[config.mk]
export PLATFORM = sky130hd
export DESIGN_NAME = mult_hilo_unit
export DESIGN_NICKNAME = d
export VERILOG_FILES = /design/src/rtl/mult_hilo_unit.sv
export SDC_FILE = /design/constraint.sdc
export NUM_CORES = 2
export LEC_CHECK = 0
export ABC_CLOCK_PERIOD_IN_PS = 12600
export BUFFER_PORTS_ARGS = -buffer_cell sky130_fd_sc_hd__buf_2
export CAP_MARGIN = 20
export CORE_ASPECT_RATIO = 0.8
export CORE_MARGIN = 5
export CORE_UTILIZATION = 55
export DETAILED_ROUTE_END_ITERATION = 8
export PLACE_DENSITY = 0.78
export SLEW_MARGIN = 30
export SYNTH_ARGS = -nofsm -noshare
export SYNTH_HDL_FRONTEND = slang
export SYNTH_HIERARCHICAL = 1
export SYNTH_SLANG_ARGS = --single-unit
[constraint.sdc]
create_clock -name clk -period 12.6 [get_ports clk]
set_input_delay 0 -clock clk [delete_from_list [all_inputs] [get_ports clk]]
set_output_delay 0 -clock clk [all_outputs]
set_load 0.02 [all_outputs]
[src/rtl/mult_hilo_unit.sv]
// MULT/MULTU unit with architectural HI/LO registers and a fixed-latency multicycle product path.
// Define MULT_HILO_SIGNED_EN to honour signed_op (MULT); without it every multiply is unsigned.
module mult_hilo_unit #(
  parameter int WIDTH   = 32,
  parameter int LATENCY = 4
) (
  input  logic             clk,
  input  logic             rst,
  input  logic             start,
  input  logic             signed_op,
  input  logic [WIDTH-1:0] a,
  input  logic [WIDTH-1:0] b,
  input  logic             mthi,
  input  logic             mtlo,
  input  logic [WIDTH-1:0] wdata,
  output logic             busy,
  output logic             done,
  output logic [WIDTH-1:0] hi,
  output logic [WIDTH-1:0] lo,
  output logic             state_dbg
);

  typedef enum logic {IDLE = 1'b0, BUSY = 1'b1} state_t;

  // Handshake: start is taken only in IDLE; while busy=1 the upstream stalls and any
  // start/mthi/mtlo presented is dropped. done pulses once, when HI/LO first show the product.

  state_t             state, state_nx;
  logic [3:0]         count;
  logic [WIDTH-1:0]   mag_a, mag_b;
  logic [WIDTH-1:0]   mag_a_nx, mag_b_nx;
  logic [2*WIDTH-1:0] product, result;
  logic               accept, finish;

  assign accept = (state == IDLE) && start;
  assign finish = (state == BUSY) && (count == 4'd0);

`ifdef MULT_HILO_SIGNED_EN
  logic res_sign;

  // Negating the most-negative value wraps back to itself, which read as unsigned is 2^(WIDTH-1).
  assign mag_a_nx = (signed_op && a[WIDTH-1]) ? -a : a;
  assign mag_b_nx = (signed_op && b[WIDTH-1]) ? -b : b;
  assign result   = res_sign ? -product : product;

  always_ff @(posedge clk or posedge rst) begin
    if (rst) begin
      res_sign <= 1'b0;
    end else if (accept) begin
      res_sign <= (a[WIDTH-1] ^ b[WIDTH-1]) & signed_op;
    end
  end
`else
  logic unused_signed_op;

  assign unused_signed_op = signed_op;
  assign mag_a_nx         = a;
  assign mag_b_nx         = b;
  assign result           = product;
`endif

  // Fed only from registers that are stable for the whole BUSY window.
  M_ARRAY_MULT #(.N(WIDTH)) u_array_mult (
    .a (mag_a),
    .b (mag_b),
    .p (product)
  );

  always_ff @(posedge clk or posedge rst) begin
    if (rst) begin
      state <= IDLE;
    end else begin
      state <= state_nx;
    end
  end

  always_comb begin
    state_nx = state;
    case (state)
      IDLE:    if (start) state_nx = BUSY;
      BUSY:    if (count == 4'd0) state_nx = IDLE;
      default: state_nx = IDLE;
    endcase
  end

  always_comb begin
    busy      = (state == BUSY);
    state_dbg = state;
  end

  always_ff @(posedge clk or posedge rst) begin
    if (rst) begin
      count <= 4'd0;
      mag_a <= '0;
      mag_b <= '0;
      done  <= 1'b0;
      hi    <= '0;
      lo    <= '0;
    end else begin
      done <= finish;
      if (accept) begin
        mag_a <= mag_a_nx;
        mag_b <= mag_b_nx;
        count <= 4'(LATENCY - 1);
      end else if ((state == BUSY) && (count != 4'd0)) begin
        count <= count - 4'd1;
      end
      // A move sharing a cycle with an accepted start loses to the multiply.
      if (finish) begin
        {hi, lo} <= result;
      end else if ((state == IDLE) && !start) begin
        if (mthi) hi <= wdata;
        if (mtlo) lo <= wdata;
      end
    end
  end

endmodule

// Unsigned N x N array multiplier: one shifted partial product per multiplier bit.
module M_ARRAY_MULT #(
  parameter int N = 32
) (
  input  logic [N-1:0]   a,
  input  logic [N-1:0]   b,
  output logic [2*N-1:0] p
);

  logic [2*N-1:0] acc [N+1];

  assign acc[0] = '0;

  for (genvar i = 0; i < N; i++) begin : g_row
    assign acc[i+1] = acc[i] + (b[i] ? ({{N{1'b0}}, a} << i) : {(2*N){1'b0}});
  end

  assign p = acc[N];

endmodule

Yosys cells after proc, flatten, opt, wreduce, memory -nomap -nowiden
Index checks and enable logic that the tools add are counted.
{"block": "totals", "ff_bits": 134, "latch_bits": 0, "ramBits": 0, "rom_bits": 0, "out_inout_bits": 67, "wordCells": 96, "memories": 0}
{"block": "classes", "add_sub_neg": 32, "n_mul": 0, "n_div": 0, "n_lt_le_gt_ge": 0, "eq_ne": 0, "n_shift": 0, "n_mux": 43, "bitwise": 1, "reduce_logical": 13}
{"op": "64-bit adder", "count": 23}
{"op": "32-bit two-way mux", "count": 7}
{"op": "64-bit by 55-bit adder with 64-bit output", "count": 1}
{"op": "64-bit by 57-bit adder with 64-bit output", "count": 1}
{"op": "64-bit by 58-bit adder with 64-bit output", "count": 1}
{"op": "64-bit by 59-bit adder with 64-bit output", "count": 1}
{"op": "64-bit by 60-bit adder with 64-bit output", "count": 1}
{"op": "64-bit by 61-bit adder with 64-bit output", "count": 1}
{"op": "64-bit by 62-bit adder with 64-bit output", "count": 1}
{"op": "64-bit by 63-bit adder with 64-bit output", "count": 1}
{"op": "63-bit two-way mux", "count": 1}
{"op": "62-bit two-way mux", "count": 1}
{"op": "61-bit two-way mux", "count": 1}
{"op": "60-bit two-way mux", "count": 1}
{"op": "59-bit two-way mux", "count": 1}
{"op": "58-bit two-way mux", "count": 1}
{"op": "57-bit two-way mux", "count": 1}
{"op": "56-bit two-way mux", "count": 1}
{"op": "55-bit two-way mux", "count": 1}
{"op": "54-bit two-way mux", "count": 1}
{"op": "53-bit two-way mux", "count": 1}
{"op": "52-bit two-way mux", "count": 1}
{"op": "51-bit two-way mux", "count": 1}
{"op": "50-bit two-way mux", "count": 1}
{"op": "other kinds (28)", "count": 37}

Depth between registers and ports, before layout
{"block": "logic_depth", "depth_word": 33, "depth_mapped": 40}

By module
Netlist, hierarchy kept.
{"mod": "M_ARRAY_MULT", "n_inst": 1, "cells_each": 3747, "area_per_inst_um2": 32785.2, "seq_area_each_um2": 0.0}
{"mod": "mult_hilo_unit", "n_inst": 1, "cells_each": 453, "area_per_inst_um2": 5594.1, "seq_area_each_um2": 3353.2}

Least setup slack after synthesis
OpenSTA, ideal clock, no wires.
{"block": "synth_timing", "kind": "reg2reg", "start": "reg mag_a[3]", "end": "reg hi[27]", "arrival_ns": 10.087, "slack_ns": 2.387, "stages_incl_launch_ff": 38, "period_less_slack_ns": 10.213, "cell_sequence": "dfrtp_1 > clkbuf_1 > and2_1 > fa_1 > fa_1 > fa_1 > ha_1 > fa_1 > a21oi_1 > o22ai_1 > nor2_1 > a31oi_1 > a211oi_2 > o21ai_0 > a221oi_1 > xnor2_1 > fa_1 > inv_1 > (+2 left out) > fa_1 > fa_1 > fa_1 > fa_1 > inv_1 > ha_1 > buf_2 > and2_1 > buf_6 > a221oi_1 > o221ai_1 > nor3_2 > a2111oi_4 > a221oi_2 > o211a_4 > o21ai_1 > xnor2_1 > a221o_1"}
{"block": "synth_between", "elab_chain_cells": 33}
{"element": "start: declaration", "line_no": "30", "rtl": "logic [WIDTH-1:0] mag_a, mag_b;"}
{"element": "start signal: assignment", "line_no": "102", "rtl": "mag_a <= mag_a_nx;"}
{"element": "32-bit two-way mux / 33-bit two-way mux (equally long branches)", "line_no": "134", "rtl": "assign acc[i+1] = acc[i] + (b[i] ? ({{N{1'b0}}, a} << i) : {(2*N){1'b0}});"}
{"element": "64-bit adder (22 in series)", "line_no": "134"}
{"element": "64-bit by 55-bit adder with 64-bit output", "line_no": "134"}
{"element": "64-bit adder", "line_no": "134"}
{"element": "64-bit by 57-bit adder with 64-bit output", "line_no": "134"}
{"element": "64-bit by 58-bit adder with 64-bit output", "line_no": "134"}
{"element": "64-bit by 59-bit adder with 64-bit output", "line_no": "134"}
{"element": "64-bit by 60-bit adder with 64-bit output", "line_no": "134"}
{"element": "64-bit by 61-bit adder with 64-bit output", "line_no": "134"}
{"element": "64-bit by 62-bit adder with 64-bit output", "line_no": "134"}
{"element": "64-bit by 63-bit adder with 64-bit output *", "line_no": "134"}
{"element": "named net product[59]", "line_no": "32", "rtl": "logic [2*WIDTH-1:0] product, result;"}
{"element": "32-bit two-way mux *", "line_no": "109", "rtl": "if (finish) begin"}
{"element": "end signal: assignment", "line_no": "110", "rtl": "{hi, lo} <= result;"}
{"element": "end signal: assignment", "line_no": "112", "rtl": "if (mthi) hi <= wdata;"}
{"element": "end: declaration", "line_no": "18", "rtl": "output logic [WIDTH-1:0] hi,"}
Mark *: on every way through the listed nets, which the timed path passes. The rest lies on a longest branch.
A chain may end at the register's enable or synchronous reset.

Worst setup path after layout
{"block": "layout_timing", "start": "reg mag_a[2]", "end": "reg hi[28]"}
Same word-level chain as after synthesis.

==> impl_metrics.csv <==
group,metric,value,unit
cells_and_area,diodes,0,
global_routing,grt_use_total,0.289,
logic_synthesis,synth-edff-count,0,
cts,ctsHoldBuffers,98,
detailed_routing,viasPerCell,5.70,
critical_path,crit_fanout,14,
cts,clk_pin_slew,0.06,ns
cts,tritoncts,"done",
sta,min_period_over_period,0.933,
logic_synthesis,ys_types,80,
critical_path,crit_type,"reg -> reg",
critical_path,r2r-end,"hi[28]",
global_routing,overflow,0,
cells_and_area,final_cell_mix,"fa_1 (875), inv_1 (863), nand2_1 (710)",
cells_and_area,fillCellCount,5732,
critical_path,critPathCaptureType,"register",
detailed_routing,wirelength,107000,um
sta,hold_ws,0.193,ns
cts,clk_path_buf_depth,2,
cts,postCtsSetupRepairBufs,0,
sta,finalCriticalPeriod,11.75,ns
place,post-dp-hpwl,79100,um
cts,htree_levels,4,
floorplan,die_x,305,um
critical_path,startpoint_type,"register",
sta,max_clock_freq,0.0851,GHz
floorplan,initial_core_util,0.556,
logic_synthesis,ys_seq_elements,134,
detailed_routing,final_antenna_net_count,0,
cells_and_area,layout_commonest_cell,"fa_1",
critical_path,r2r_cells,35,
flow_run,cap_viol_max_count,0,
global_routing,grt_pass1_wl,171000,um
cells_and_area,drive_above_1_share,0.0694,
cells_and_area,fin_util,0.600,
detailed_routing,drt_iter0_markers,2402,
critical_path,r2r_slack,0.85,ns
critical_path,r2r_start,"mag_a[2]",
sta,hold_violations,0,
critical_path,required,12.95,ns
logic_synthesis,ys_seq_area_frac,0.0874,
critical_path,crit_top_cell,"fa_1",
sta,slew_violations,0,
detailed_routing,dr_total_vias,29847,
cts,numCtsBuffers,17,
critical_path,cp_slowest_cell,"a2111oi_1",
cells_and_area,area_growth,7.84,%
detailed_routing,post_drt_wl_per_cell,20.5,um
cts,clockRootBuffer,"clkbuf_16",
critical_path,critPathArrivalTime,12.10,ns
floorplan,fp.dieH,246,um
run_status,outcome,"finished clean",
floorplan,io_pins,169,
cts,ctsResizeCount,0,
global_routing,antenna_found_initial,0,
logic_synthesis,netlist_instances,4200,
sta,rsz0062_at_grt,"false",
sta,relSlewSlack,0.324,
floorplan,core-area,69000,um^2
global_routing,grt_max_degree,76,
floorplan,rows,86,
cells_and_area,nNetsFinal,5510,
logic_synthesis,syn_area,38400,um^2
sta,setup_viol,0,
sta,setup_tns,0,ns
logic_synthesis,synthFlopType,"dfrtp_1",
logic_synthesis,syn_nets,5414,
sta,fin_skew,0.00708,ns
global_routing,grt_pass1_vias,31866,
detailed_routing,remaining_drc_errors,0,
detailed_routing,dr.pass1.iters,5,
place,io_buffers,167,
critical_path,slowest_delay,0.70,ns
floorplan,die_area,75200,um^2
min_path,hold_class,"in -> async",
cts,clock_latency,0.46,ns
cts,cts.sinks,134,
logic_synthesis,syn_area_per_cell,9.14,um^2
sta,tightest_slew,1.01,ns
place,place_congestion,0.915,
logic_synthesis,yosys_warnings,6,
logic_synthesis,synthArstFlopShare,1.00,
## Yosys cell counts (43+ instances only)
cell type,instances,share of area
fa_1,875,0.46
inv_1,864,0.085
nand2_1,710,0.069
and2_1,410,0.067
ha_1,237,0.077
clkbuf_1,219,0.021
a21oi_1,143,0.019
dfrtp_1,134,0.087
nor2_1,82,0.0080
mux2_1,60,0.018
xnor2_1,48,0.011
a21o_1,47,0.0092
and3_1,43,0.0070
## state kept, by name (all words and copies together), names as in the netlist
register  flops
lo           32
done          1
mag_b        32
hi           32
count         4
mag_a        32
busy          1
## worst max-delay path, delay by kind of cell (launching register included)
family	cells	cell delay, ns
AND/OR/NAND/NOR	5	0.70
buffers and inverters	3	0.47
adder cells (fa/ha/maj)	13	5.73
flip-flops	1	0.67
AO/OA/AOI/OAI	13	3.82
XOR/XNOR	1	0.23
## layer usage
metal | vias to the layer above | routed length, um | track usage | share of wire
li1 | 12697 | - | - | -
met1 | 15170 | 39600 | 0.365 | 0.37
met2 | 1579 | 50700 | 0.469 | 0.47
met3 | 401 | 10700 | 0.0701 | 0.099
met4 | 0 | 6260 | 0.147 | 0.058
met5 | - | 0 | 0 | 0
## worst max-delay path by stage
stage	from	to	slack, ns	cells after the start
2_1_floorplan	mag_a[3]	hi[27]	2.39	37
3_3_place_gp	mag_b[1]	hi[31]	1.03	34
3_5_place_dp	mag_b[1]	hi[31]	0.81	34
4_1_cts	mag_b[1]	hi[28]	0.76	33
5_1_grt	mag_a[2]	hi[28]	0.29	35
6_report	mag_a[2]	hi[28]	0.85	35
## area by class of cell
type                            count  area (um^2)  area share
Clock inverter                     12          143     0.00345
Multi-Input combinational cell   2950        30700       0.742
Sequential cell                   134         3360      0.0812
Tap cell                          924         1160      0.0279
Timing Repair Buffer              328         2290      0.0553
Clock buffer                       20          457      0.0110
Inverter                          865         3260      0.0787
## logic make-up after synthesis
kind of cell,share of synthesized area
xor gates and xnor gates,0.0178
DFF,0.0874
and+or+nand+nor,0.167
muxes,0.0191
buffers and inverters,0.112
adders and majority gates,0.534
AOI/OAI and AO/OA,0.0629
## through the flow
step / cells / worst slack, ns / instance area [um^2]
floorplan: 4200 / 2.39 / 38400
global placement: 5103 / 1.03 / 39800
detailed placement: 5103 / 0.807 / 39800
CTS: 5233 / 0.756 / 41400
global route: 5233 / 0.286 / 41400
finish: 5233 / 0.846 / 41400
Power is not shown: default switching activity piles up to over one toggle a cycle in this logic, so the estimate is an artifact.
